--- config.mk ---
export PLATFORM = sky130hd
export DESIGN_NAME = pdm_transmitter
export DESIGN_NICKNAME = d
export VERILOG_FILES = /design/src/rtl/pdm_transmitter.sv
export SDC_FILE = /design/constraint.sdc
export NUM_CORES = 1
export LEC_CHECK = 0
export CAP_MARGIN = 20
export CORE_UTILIZATION = 30
export CTS_BUF_LIST = sky130_fd_sc_hd__clkbuf_8 sky130_fd_sc_hd__clkbuf_16
export DETAILED_ROUTE_END_ITERATION = 12
export PLACE_DENSITY = 0.51
export SLEW_MARGIN = 25
export SYNTH_ARGS = -nofsm -noshare
export SYNTH_HDL_FRONTEND = slang
export SYNTH_SLANG_ARGS = --single-unit
export TNS_END_PERCENT = 100
--- constraint.sdc ---
create_clock -name clk_in -period 3.4 [get_ports clk_in]
set_input_delay 0.85 -clock clk_in [delete_from_list [all_inputs] [get_ports clk_in]]
set_output_delay 0.85 -clock clk_in [all_outputs]
set_load 0.01 [all_outputs]
--- src/rtl/pdm_transmitter.sv ---
// PDM transmitter: a 16-bit sample FIFO feeds a first-order error-feedback modulator.
// The modulator emits one bit per generated PDM clock period.
module pdm_transmitter #(
  parameter int CLK_DIV    = 32,
  parameter int OSR        = 64,
  parameter int FIFO_DEPTH = 4
) (
  input  logic                            clk_in,
  input  logic                            rst_in,
  input  logic                            enable_in,
  input  logic [15:0]                     sample_in,
  input  logic                            sample_valid_in,
  output logic                            sample_ready_out,
  output logic                            pdm_clk_out,
  output logic                            pdm_data_out,
  output logic                            pdm_tick_out,
  output logic                            underrun_out,
  output logic [$clog2(FIFO_DEPTH):0]     fifo_count_out
);

  localparam int CW = (CLK_DIV > 1) ? $clog2(CLK_DIV) : 1;
  localparam int SW = (OSR > 1) ? $clog2(OSR) : 1;
  localparam int AW = (FIFO_DEPTH > 1) ? $clog2(FIFO_DEPTH) : 1;
  localparam int NW = $clog2(FIFO_DEPTH) + 1;

  logic [CW-1:0] div_cnt;
  logic [CW-1:0] div_next;
  logic          running;
  logic          tick_next;
  logic [SW-1:0] smp_cnt;
  logic          boundary;
  logic [15:0]   cur_sample;
  logic [16:0]   acc;
  logic [16:0]   sum;
  logic [15:0]   mem [FIFO_DEPTH];
  logic [AW-1:0] wr_ptr;
  logic [AW-1:0] rd_ptr;
  logic [NW-1:0] count;
  logic          push;
  logic          pop;

  assign sample_ready_out = (count < NW'(FIFO_DEPTH)) && !rst_in;
  assign fifo_count_out   = count;

  // The first enabled cycle after idle restarts the divider at 0 so it ticks at once.
  always_comb begin
    div_next  = '0;
    if (running && (div_cnt != CW'(CLK_DIV - 1))) begin
      div_next = div_cnt + CW'(1);
    end else begin
      div_next = '0;
    end
    tick_next = enable_in && (div_next == '0);
    boundary  = tick_next && (smp_cnt == SW'(OSR - 1));
    pop       = boundary && (count != '0);
    push      = sample_valid_in && sample_ready_out;
    sum       = acc + {1'b0, ~cur_sample[15], cur_sample[14:0]};
  end

  // PDM clock divider and tick generation
  always_ff @(posedge clk_in or posedge rst_in) begin
    if (rst_in) begin
      div_cnt      <= '0;
      running      <= 1'b0;
      pdm_clk_out  <= 1'b0;
      pdm_tick_out <= 1'b0;
    end else if (enable_in) begin
      div_cnt      <= div_next;
      running      <= 1'b1;
      pdm_clk_out  <= (div_next < CW'(CLK_DIV / 2));
      pdm_tick_out <= tick_next;
    end else begin
      div_cnt      <= '0;
      running      <= 1'b0;
      pdm_clk_out  <= 1'b0;
      pdm_tick_out <= 1'b0;
    end
  end

  // Modulator, sample counter and current-sample reload at sample boundaries
  always_ff @(posedge clk_in or posedge rst_in) begin
    if (rst_in) begin
      acc          <= '0;
      smp_cnt      <= '0;
      cur_sample   <= '0;
      pdm_data_out <= 1'b0;
      underrun_out <= 1'b0;
    end else if (tick_next) begin
      pdm_data_out <= sum[16];
      acc          <= {1'b0, sum[15:0]};
      smp_cnt      <= boundary ? '0 : smp_cnt + SW'(1);
      underrun_out <= boundary && (count == '0);
      if (pop) begin
        cur_sample <= mem[rd_ptr];
      end else begin
        cur_sample <= cur_sample;
      end
    end else begin
      underrun_out <= 1'b0;
      if (!enable_in) begin
        pdm_data_out <= 1'b0;
      end else begin
        pdm_data_out <= pdm_data_out;
      end
    end
  end

  // FIFO pointers and occupancy
  always_ff @(posedge clk_in or posedge rst_in) begin
    if (rst_in) begin
      wr_ptr <= '0;
      rd_ptr <= '0;
      count  <= '0;
    end else begin
      if (push) begin
        wr_ptr <= (wr_ptr == AW'(FIFO_DEPTH - 1)) ? '0 : wr_ptr + AW'(1);
      end else begin
        wr_ptr <= wr_ptr;
      end
      if (pop) begin
        rd_ptr <= (rd_ptr == AW'(FIFO_DEPTH - 1)) ? '0 : rd_ptr + AW'(1);
      end else begin
        rd_ptr <= rd_ptr;
      end
      case ({push, pop})
        2'b10:   count <= count + NW'(1);
        2'b01:   count <= count - NW'(1);
        default: count <= count;
      endcase
    end
  end

  // FIFO storage needs no reset: occupancy alone decides what is valid
  always_ff @(posedge clk_in) begin
    if (push) begin
      mem[wr_ptr] <= sample_in;
    end
  end

endmodule

==> impl_results.md, run 1 <==
* Status: completed
* Critical path class: in2out
* Max-Cap Viols at 0
* Port buffer count at 27
* Internal power at 2.97 mW
* Peak VDD IR at ~0.00034 V
* Max stage delay cell, worst path: clkdlybuf4s50_1
* DRC at 0
* Clk sinks at 119
* Synth-to-Final Area Change at 20.3%
* First-pass iteration count of the detailed router at 5
* CP Launch Type: primary input
* Setup TNS at 0 ns
* Antenna cells at 0
* Switching portion of total power at 0.237
* Gpl congestion at approximately 0.8
* Pwr dens at roughly 600 nW/um^2
* CP endpoint kind: output pin
* Period minus WS final at about 3 ns
* CTS tree: built
* Reg power frac at 0.452
* Yosys top cell area share at 0.356
* Antenna Nets Post-Route at 0
* Mapped cell area at about 5400 sq um
* Logic pwr share at 0.120
* Layout net count at 464
* Initial antenna violation count at 0
* Die Area at approximately 19,000 sq um
* Clock skew at around 0.009 ns
* Crit path required time at about 2.6 ns
* Synth area leader: edfxtp_1
* Psw at between 0.9 and 1 mW
* Slew Viols, Final at 0
* CTS Buf Count at 17
* Commonest cells in the synthesized netlist: edfxtp_1 (64), dfrtp_1 (55), nand2_1 (37)
* DR iter-0 viols at 145
* Clock power share at 0.429
* Vias in the first global route at 3,145
* Final hold violations at 0
* Core Rows at 48
* Global route total overflow at 0
* Main synth FF type: edfxtp_1
* Crit-path max FO at 6
* Clk slew on worst S/H paths at around 0.05 ns
* Lkg Pwr at 2.62 nW
* Cells along the critical path: clkdlybuf4s50_1 > nor2_1 > clkdlybuf4s50_1
* Seq cells post-synth at 119
* Post-synth EDFFs at 64
* Arr. time, crit path at between 2 and 2.5 ns
* FFs w/ async S/R, synth at 0.462
* Initial Utilization at 0.310
* Highest clock rate at about 0.34 GHz
* Die X at around 140 microns
* Largest net degree at the start of global routing at 56
* Count leader, synth: edfxtp_1
* Post-CTS Setup Inserts at 0
* Post-synthesis sequential area ratio at 0.611
* Yosys warning total at 0
* CTS resizes at 0
* Distinct cells, synth at 50
* Wirelength per Cell at 14.3 microns
* Layout cells sized above 1 at 0.174
* Crit-path most repeated cell: clkdlybuf4s50_1
* Worst skew pair latency at about 0.42 ns
* Vias per cell at approximately 4.7
* RSZ-0062 raised after global routing: no
* Root Driver: clkbuf_16
* Placed cell count at just over 600
* Hold Path Class: reg2reg
* Syn Area/Cell at between 10 and 15 sq um
* I/O Pins at 28
* Max_slew headroom at 0.441
* Crit share post-route at 0.868
* DRT Wirelength at ~9.4 mm
* Core Box Area at about 17,000 sq um
* Non-Filler Instances at 655
* Synth area leaders: edfxtp_1 (36%), dfrtp_1 (26%), mux4_2 (6.7%)
* CTS Buffer Depth at 2
* Die H at approximately 140 microns
* HPWL Detailed at between 6 and 7 mm
* Worst slew pin tran at between 0.8 and 0.9 ns
* H-tree depth at 4
* First-pass GRT wire length at between 15 and 20 mm
* Vias at ~3,100
* Hold Buf Count CTS at 0
* CP peak stage delay at roughly 0.59 ns
* Post-synth net total at ~420
* Gr usage total at 0.117
* Synth Instances at ~380
* Endpoints failing setup at 0
[cell families after synthesis]
group / Yosys count / share of synthesized area
fa+ha+maj: 27 / 0.0654
buf+inv: 28 / 0.0250
compound gates: 67 / 0.0770
simple gates: 81 / 0.0749
mux: 35 / 0.112
xor+xnor: 20 / 0.0339
flops: 119 / 0.611
[sequential cells by signal (all words and copies together) (netlist names)]
register and flops:
mem 64, acc 16, underrun_out 1, smp_cnt 6
running 1, pdm_clk_out 1, cur_sample 16, div_cnt 5
wr_ptr 2, rd_ptr 2, fifo_count_out 3, pdm_data_out 1
pdm_tick_out 1
[per-layer routing]
metal / routed length [microns] / track usage / part of all wire
met1: 4340 / 0.141 / 0.46
met2: 4450 / 0.185 / 0.48
met4: 233 / 0.0685 / 0.025
met3: 330 / 0.0336 / 0.035
met5: 0 / 0 / 0
[critical path, delay by kind of cell]
kind	cells	cell delay, ns
buffers and inverters	2	1.02
AND/OR/NAND/NOR	1	0.23
[stage by stage]
stage | hold WS (ns) | util | cell area (sq um) | setup slack [ns] | power, mW
floorplan | 0.446 | - | 5400 | 0.401 | 2.07
global placement | 0.464 | 0.341 | 5930 | 0.473 | 2.24
detailed placement | 0.474 | 0.341 | 5930 | 0.440 | 2.26
CTS | 0.485 | 0.373 | 6490 | 0.440 | 3.96
global route | 0.507 | 0.373 | 6490 | 0.311 | 4.07
finish | 0.484 | 0.373 | 6490 | 0.448 | 3.89
[area by class of cell]
cell class | instances | area, sq um
clock inverters | 14 | 123
fillers | 1665 | 10900
repair buffers | 35 | 330
clock buffers | 18 | 439
well taps | 225 | 282
multi-input cells | 230 | 1970
flip-flops and latches | 119 | 3300
inverters | 14 | 52.6
[final timing paths]
check,start,to,slack [ns],depth (start not counted)
max,rst_in,sample_ready_out,0.45,3
min reg2reg,acc[10],acc[10],0.48,2
max reg2reg,div_cnt[0],fifo_count_out[2],0.49,13
max in group asynchronous,rst_in,acc[4],1.95,3
min in group asynchronous,rst_in,fifo_count_out[1],0.99,3
min,acc[10],acc[10],0.48,2
[power by group through the flow]
stage | clock [mW] | combinational (mW) | sequential, mW
after floorplan | 0 | 0.298 | 1.77
after CTS | 1.72 | 0.479 | 1.76
after detailed placement | 0 | 0.480 | 1.78
after global routing | 1.77 | 0.533 | 1.77
after global placement | 0 | 0.463 | 1.78
final | 1.67 | 0.466 | 1.76
[cells in the final DEF, fill, tap and decap left out, types with 6 or more instances in the layout]
| cell type | n |
|---|---|
| edfxtp_1 | 64 |
| dfrtp_1 | 55 |
| nand2_1 | 37 |
| o21ai_0 | 27 |
| clkdlybuf4s50_1 | 27 |
| ha_1 | 25 |
| inv_1 | 17 |
| clkbuf_16 | 17 |
| mux4_2 | 16 |
| a21oi_1 | 12 |
| xnor2_1 | 10 |
| and3_1 | 10 |
| nor2_1 | 9 |
| xor2_1 | 9 |
| mux2_4 | 9 |
| mux2_2 | 9 |
| buf_4 | 8 |
| a21o_1 | 6 |
Power figures use the tool's default switching activity.
==> inputs of run 2 (changes only) <==
CORE_MARGIN = 2   (was default)
==> impl_results.md, run 2 (synthesis results as in run 1) <==
* Status: completed
* Post-CTS Setup Inserts at 0
* Core Box Area at approximately 18,000 sq um
* Die Area at between 15,000 and 20,000 sq um
* CP peak stage delay at ~0.6 ns
* CTS Buf Count at 17
* Critical path class: in2out
* Vias in the first global route at about 3,200
* Root Driver: clkbuf_16
* Instance count on the critical path at 3
* Crit-path max FO at 6
* DRC at 0
* Final hold violations at 0
* CP bufs+invs at 2
* Crit path max-delay family: buffers and inverters
* Clock skew at between 0.006 and 0.007 ns
* Gr usage total at 0.111
* Max reg flops at 64
* Crit share post-route at 0.876
* Reg power frac at 0.440
* Core Rows at 49
* CTS resizes at 0
* H-tree depth at 4
* Vias per cell at between 4 and 5
* Initial Utilization at 0.303
* Final Cell Area at between 6000 and 7000 sq um
* Hold Buf Count CTS at 0
* Synth-to-Final Area Change at 21.1%
* Period minus WS final at approximately 3.0 ns
* Logic pwr share at 0.118
* Port buffer count at 27
* Lkg Pwr at ~2.6 nW
* Initial antenna violation count at 0
* Setup TNS at 0 ns
* I/O Pins at 28
* Endpoints failing setup at 0
* First-pass iteration count of the detailed router at 4
* DR iter-0 viols at around 110
* Arr. time, crit path at 2.13 ns
* Max_slew headroom at 0.460
* Peak VDD IR at around 0.00033 V
* HPWL Detailed at 6.39 mm
* Clk slew on worst S/H paths at approximately 0.06 ns
* Psw at approximately 0.99 mW
* Placed Area at 5940 sq um
* Pwr dens at between 600 and 700 nW/um^2
* Gpl congestion at between 0.8 and 0.9
* Global route total overflow at 0
* DRT Wirelength at ~9.7 mm
* Internal power at roughly 3 mW
* Worst skew pair latency at 0.41 ns
* Layout net count at 465
* CP Launch Type: primary input
* Layout cells sized above 1 at 0.193
* CTS tree: built
* Wirelength per Cell at approximately 15 microns
* Crit-path most repeated cell: clkdlybuf4s50_1
* Die H at roughly 140 microns
* Clock power share at 0.442
* Crit path required time at between 2 and 3 ns
* Slew Viols, Final at 0
* Top flop regs: mem: 64 flops, acc: 16 flops, cur_sample: 16 flops
* First-pass GRT wire length at between 15 and 20 mm
* Antenna cells at 0
* Highest clock rate at ~0.34 GHz
* Hold Crit Depth at 1
* Commonest non-fill, non-tap cell in the layout: edfxtp_1
* Cells along the critical path: clkdlybuf4s50_1 > nor2_1 > clkdlybuf4s50_1
* Switching portion of total power at 0.249
* Most frequent cells in the layout: edfxtp_1 (64), dfrtp_1 (55), nand2_1 (37)
* Worst slew pin tran at just over 0.8 ns
* Design Power at around 4.0 mW
* CTS Buffer Depth at 2
* Max-Cap Viols at 0
* Max stage delay cell, worst path: clkdlybuf4s50_1
* Clk sinks at 119
* CP endpoint kind: output pin
* Largest net degree at the start of global routing at 40
* Register bank with the most flops: mem
* Vias at roughly 3,000
* R2R cell count at 13
* Die X at roughly 140 microns
* RSZ-0062 raised after global routing: no
* Hold Path Class: reg2reg
* Antenna Nets Post-Route at 0
[run 2: cell count changes in the layout (fill, tap and decap cells not counted)]
cell	previous run	this run
buf_4	8	9
clkinv_1	3	0
clkinv_2	1	3
clkinv_4	1	5
clkinvlp_4	3	2
inv_1	17	13
inv_6	0	2
[run 2: power by group through the flow]
stage          clock network (mW)  registers [mW]  logic, mW
6_report                     1.76            1.76      0.471
3_3_place_gp                    0            1.78      0.466
5_1_grt                      1.88            1.78      0.533
2_1_floorplan                   0            1.77      0.298
4_1_cts                      1.81            1.76      0.482
3_5_place_dp                    0            1.78      0.480
[run 2: metrics by stage]
| stage | utilization | setup slack (ns) | hold slack [ns] | std cells |
|---|---|---|---|---|
| global route | 0.367 | 0.272 | 0.506 | 660 |
| CTS | 0.367 | 0.413 | 0.479 | 660 |
| detailed placement | 0.334 | 0.413 | 0.465 | 628 |
| finish | 0.367 | 0.423 | 0.472 | 660 |
| global placement | 0.334 | 0.473 | 0.465 | 628 |
| floorplan | - | 0.401 | 0.446 | 377 |
[run 2: cell type report]
type | instances | area [sq um]
flip-flops and latches | 119 | 3300
well taps | 229 | 287
clock inverters | 14 | 151
inverters | 14 | 52.6
clock buffers | 18 | 439
multi-input cells | 230 | 1970
fillers | 1722 | 11200
repair buffers | 36 | 338
[run 2: final timing paths]
check / from / endpoint / slack [ns]
worst min register to register: smp_cnt[4] / smp_cnt[4] / 0.47
worst min-delay path: smp_cnt[4] / smp_cnt[4] / 0.47
max in group asynchronous: rst_in / cur_sample[3] / 2.02
worst max-delay path: rst_in / sample_ready_out / 0.42
worst max register to register: div_cnt[0] / fifo_count_out[2] / 0.50
min in group asynchronous: rst_in / wr_ptr[0] / 0.75
[run 2: routing by layer]
metal,GRT usage,vias up,wire length (microns)
li1,-,1490,-
met1,0.142,1535,4580
met2,0.179,45,4680
met3,0.0239,18,197
met4,0.0532,0,221
met5,0,-,0
[run 2: worst register-to-register path: cells and delay by family, from the launching register on]
kind / cells / cell delay, ns
AO/OA/AOI/OAI: 1 / 0.26
flip-flops: 1 / 0.41
XOR/XNOR: 2 / 0.32
AND/OR/NAND/NOR: 5 / 0.69
buffers and inverters: 1 / 0.06
adder cells (fa/ha/maj): 4 / 1.10
==> inputs of run 3 (changes only) <==
HOLD_SLACK_MARGIN = 0.15   (was default)
==> results of run 3 <==
No change in the layout: final DEF, timing and power equal those of run 2.
